$ cat src/rtl/serial_bit_tx.sv
// Purpose: serialises one DATA_W-bit word per frame (start, LSB-first data, optional even parity, stop).
// Latency: sdo changes on the 3rd clk edge after a scaled_clk rise (2-flop sync + edge detect + output flop).
// Backpressure: tx_ready is high only in IDLE; tx_valid and tx_data are ignored while a frame is armed or in flight.
module serial_bit_tx #(
  parameter int DATA_W    = 8,
  parameter int PARITY_EN = 1,
  parameter int STOP_BITS = 1
) (
  input  logic              clk,
  input  logic              rstn,
  input  logic              scaled_clk,
  input  logic [DATA_W-1:0] tx_data,
  input  logic              tx_valid,
  output logic              tx_ready,
  output logic              tx_busy,
  output logic              sdo,
  output logic              frame_done
);

  localparam int CNT_W  = $clog2(DATA_W + 1);
  localparam int STOP_W = $clog2(STOP_BITS + 1);
  localparam logic [CNT_W-1:0]  LAST_BIT  = CNT_W'(DATA_W - 1);
  localparam logic [STOP_W-1:0] LAST_STOP = STOP_W'(STOP_BITS - 1);

  typedef enum logic [2:0] {
    IDLE   = 3'd0,
    ARMED  = 3'd1,
    START  = 3'd2,
    DATA   = 3'd3,
    PARITY = 3'd4,
    STOP   = 3'd5
  } state_t;

  state_t              state_q, state_d;
  logic                sync1_q, sync2_q, hist_q;
  logic                bit_tick;
  logic [DATA_W-1:0]   shift_q, shift_d;
  logic                parity_q, parity_d;
  logic [CNT_W-1:0]    cnt_q, cnt_d;
  logic [STOP_W-1:0]   stop_q, stop_d;
  logic                sdo_q, sdo_d;
  logic                frame_done_c;

  // scaled_clk is only data here: synchronise it, keep one cycle of history for edge detection
  always_ff @(posedge clk or negedge rstn) begin
    if (!rstn) begin
      sync1_q <= 1'b0;
      sync2_q <= 1'b0;
      hist_q  <= 1'b0;
    end else begin
      sync1_q <= scaled_clk;
      sync2_q <= sync1_q;
      hist_q  <= sync2_q;
    end
  end

  // one-cycle pulse per rising edge of the synchronised bit-rate clock
  assign bit_tick = sync2_q & ~hist_q;

  // frame state and datapath registers; reset forces the line high at once
  always_ff @(posedge clk or negedge rstn) begin
    if (!rstn) begin
      state_q  <= IDLE;
      shift_q  <= '0;
      parity_q <= 1'b0;
      cnt_q    <= '0;
      stop_q   <= '0;
      sdo_q    <= 1'b1;
    end else begin
      state_q  <= state_d;
      shift_q  <= shift_d;
      parity_q <= parity_d;
      cnt_q    <= cnt_d;
      stop_q   <= stop_d;
      sdo_q    <= sdo_d;
    end
  end

  // next-state and line value; every move except the accept waits for a bit_tick
  always_comb begin
    state_d      = state_q;
    shift_d      = shift_q;
    parity_d     = parity_q;
    cnt_d        = cnt_q;
    stop_d       = stop_q;
    sdo_d        = sdo_q;
    frame_done_c = 1'b0;
    case (state_q)
      IDLE: begin
        // an accept wins over a coincident tick, so START waits for the following tick
        if (tx_valid) begin
          shift_d  = tx_data;
          parity_d = ^tx_data;
          state_d  = ARMED;
        end
      end
      ARMED: begin
        if (bit_tick) begin
          state_d = START;
          sdo_d   = 1'b0;
        end
      end
      START: begin
        if (bit_tick) begin
          state_d = DATA;
          sdo_d   = shift_q[0];
          shift_d = shift_q >> 1;
          cnt_d   = '0;
        end
      end
      DATA: begin
        // cnt_q is the index of the bit currently on the line
        if (bit_tick) begin
          if (cnt_q == LAST_BIT) begin
            if (PARITY_EN == 1) begin
              state_d = PARITY;
              sdo_d   = parity_q;
            end else begin
              state_d = STOP;
              sdo_d   = 1'b1;
              stop_d  = '0;
            end
          end else begin
            sdo_d   = shift_q[0];
            shift_d = shift_q >> 1;
            cnt_d   = cnt_q + CNT_W'(1);
          end
        end
      end
      PARITY: begin
        if (bit_tick) begin
          state_d = STOP;
          sdo_d   = 1'b1;
          stop_d  = '0;
        end
      end
      STOP: begin
        if (bit_tick) begin
          if (stop_q == LAST_STOP) begin
            state_d      = IDLE;
            frame_done_c = 1'b1;
          end else begin
            stop_d = stop_q + STOP_W'(1);
          end
        end
      end
      default: begin
        state_d = IDLE;
        sdo_d   = 1'b1;
      end
    endcase
  end

  assign tx_ready   = (state_q == IDLE);
  assign tx_busy    = (state_q != IDLE);
  assign sdo        = sdo_q;
  assign frame_done = frame_done_c;

endmodule

$ cat config.mk
export PLATFORM = sky130hd
export DESIGN_NAME = serial_bit_tx
export DESIGN_NICKNAME = d
export VERILOG_FILES = /design/src/rtl/serial_bit_tx.sv
export SDC_FILE = /design/constraint.sdc
export NUM_CORES = 1
export LEC_CHECK = 0
export ABC_AREA = 1
export BUFFER_PORTS_ARGS = -buffer_cell sky130_fd_sc_hd__buf_2
export CAP_MARGIN = 20
export CORE_MARGIN = 4
export CORE_UTILIZATION = 45
export DETAILED_ROUTE_END_ITERATION = 7
export GPL_TIMING_DRIVEN = 0
export SYNTH_ARGS = -nofsm -noshare
export SYNTH_HDL_FRONTEND = slang
export SYNTH_SLANG_ARGS = --single-unit
$ cat constraint.sdc
create_clock -name clk -period 3.8 [get_ports clk]
set_input_delay 0.76 -clock clk [delete_from_list [all_inputs] [get_ports clk]]
set_output_delay 0.76 -clock clk [all_outputs]
set_load 0.05 [all_outputs]
==> impl_results.md <==
* Unrepaired setup endpoints after global routing: no
* DRC at 0
* WL per Instance at 10.65 um
* Gr usage total at 15.05%
* First-pass GRT wire length at 4816 um
* Rows at 19
* Worst-path clk slew at 120 ps
* Yosys top cell by area: dfrtp_1
* Pins Over Slew Limit at 0
* Number of synthesized flops with an enable pin at 0
* Routed vias at around 1200
* Syn nets at 210
* Leakage at about 0.88 nW
* Synthesized area at 1339 sq um
* Area of the multi-input gates at 728.2 sq um
* Die height at 62.55 um
* Nature of the critical path endpoint: primary output
* Initial core utilization at 47.73%
* #FFs+latches synth at 20
* Yosys cell types at 24
* Clk pwr share at 12.1%
* CP cell instances: inv_2, nand2_2, nor2_2, buf_2
* Worst hold path class: flop to flop
* Relative slew slack at 69.06%
* CTS tree: yes
* Clock skew at 4.041 ps
* Ports at 16
* Core area at 2805 sq um
* Max-cap violations at 0
* Initial DRC count at 78
* CP required at 3040 ps
* Part of the power in registers at 31.8%
* Crit path DAT at 1460 ps
* Psw at 0.0004994 W
* Setup TNS at 0 ps
* RePlAce Congestion at around 0.86
* Critical Path Fanout Max at 7
* Count leader, synth: nand2_1
* Register area at between 500 and 600 sq um
* Net Sw Frac at 47.58%
* Slowest cell on crit path: dfrtp_1
* Top post-synthesis cells by area: dfrtp_1 (36%), nand2_1 (29%), inv_1 (5.0%), o21ai_0 (3.4%), nand3_1 (3.0%)
* CTS resizes at 0
* Int Power at 0.0005502 W
* WP buf/inv at 2
* Clock latency on the worst-skew pair at about 300 ps
* Cells after synthesis at 197
* Status: finished clean
* Post-synthesis async set-or-reset flop share at 100.0%
* Die ar. at 3912 sq um
* TritonCTS Sinks at 20
* Nature of the critical path startpoint: flop
* Worst-margin pin slew at 464.1 ps
* Crit path time final at 2219 ps
* Nets at 230
* Vias in the first global route at 1121
* Drt total wl at approximately 2600 um
* Synth Warn # at 0
* Crit path max-delay family: flip-flops
* H-Tree Level Count at 1
* CTS Buffer Depth at 2
* CTS Buf Count at 3
* Antenna diodes at 0
* Sequential element share of the synthesized area at 37.48%
* Final Hold Vio Count at 0
* Largest net degree at the start of global routing at 21
* Congestion Overflow GR at 0
* Die Wd at 62.55 um
* CP Class: flop to primary output
* HPWL after DPL at ~2100 um
* Fmax achieved at around 0.45 GHz
* Combinational share of power at 56.2%
* Initial antenna violation count at 0
* WHS at 364.8 ps
* IR drop worst, VDD at 0.0002546 V
* TritonRoute pass-1 iters at 4
* P&R area growth vs syn at 11.22%
* Final setup violation count at 0
* Setup bufs post-CTS at 0
* Syn Area/Cell at 6.796 sq um
* IO buf count at 15
* Vias per std cell at 4.866
* Root Buffer: clkbuf_4
* Top cells by count, synth: nand2_1 (102), dfrtp_1 (19), inv_1 (18)
* Layout cell share with drive strength beyond 1 at 18.98%
* # fillers at 288
* Worst path max stage delay at about 500 ps
* Dominant synthesized flop cell: dfrtp_1
* Synth top area share at 35.51%
* Cts hold-fix bufs at 0
* PD cells at 704.9 nW/um^2
* Routed Antenna Nets at 0
* Tcrit/Tclk final at 58.39%
registers in the layout, indices dropped and copies added, names as in the netlist:
register,flops
shift_q,8
cnt_q,4
state_q,3
hist_q,1
parity_q,1
sdo,1
sync1_q,1
sync2_q,1
routing by layer:
layer  wire length [um]  part of all wire [%]  global-route usage (%)
met4                 36                   1.4                   5.785
met1               1277                    49                   18.88
met2               1236                    47                   25.83
met3                 80                   3.0                   2.338
met5                  0                     0                       0
stage by stage:
| step | setup slack [ps] | total power (W) | cells | area (sq um) | utilization [%] |
|---|---|---|---|---|---|
| after detailed placement | 1923 | 0.0009329 | 243 | 1453 | 51.78 |
| after global routing | 1463 | 0.001164 | 247 | 1489 | 53.08 |
| after CTS | 1566 | 0.001065 | 247 | 1489 | 53.08 |
| after floorplan | 1703 | 0.0008129 | 197 | 1339 | - |
| after global placement | 1917 | 0.0009247 | 243 | 1453 | 51.78 |
| final | 1581 | 0.001050 | 247 | 1489 | 53.08 |
power by group through the flow:
stage                     clock, W  sequential, W  combinational (W)
after floorplan                  0       0.000346           0.000467
after global placement           0       0.000337           0.000587
after detailed placement         0       0.000339           0.000594
after CTS                 0.000133       0.000335           0.000597
after global routing      0.000146       0.000344           0.000674
final                     0.000127       0.000334           0.000589
layout by cell type (no fill, tap or decap), types with 3 or more instances in the layout:
cell type / instances
dfrtp_1: 19
buf_2: 15
clkbuf_4: 3
nand2_1: 102
nand2_4: 3
nand3_2: 3
nand3_1: 8
nor2_4: 3
inv_1: 18
buf_6: 3
nor2_1: 9
o21ai_0: 9
cell type report:
cell class | count | share of cell area [%]
plain buffers | 3 | 2.269
clock buffers | 4 | 2.437
inverters | 20 | 5.042
multi-input cells | 154 | 48.91
flip-flops and latches | 20 | 33.70
well taps | 31 | 2.605
repair buffers | 15 | 5.042
path summary, 6_finish.rpt:
kind / slack, ps / to / cells past startpoint / startpoint
max in group asynchronous: 3070 / sdo$_DFFE_PN1P_ / 1 / rstn
worst min-delay path: 360 / sync2_q$_DFF_PN0_ / 0 / sync1_q$_DFF_PN0_
worst min register to register: 360 / sync2_q$_DFF_PN0_ / 0 / sync1_q$_DFF_PN0_
worst max register to register: 2330 / state_q[2]$_DFFE_PN0P_ / 8 / cnt_q[0]$_DFFE_PN0P_
min in group asynchronous: 390 / state_q[0]$_DFFE_PN0P_ / 1 / rstn
worst max-delay path: 1580 / tx_ready / 4 / state_q[1]$_DFFE_PN0P_
cells by family after synthesis:
kind of cell | synth area share, %
AO/OA/AOI/OAI | 6.636
XOR/XNOR | 0.6543
adder cells (fa/ha/maj) | 0.9344
buffers and inverters | 8.131
flip-flops | 37.48
AND/OR/NAND/NOR | 46.17
(Power assumes the default switching activity.)
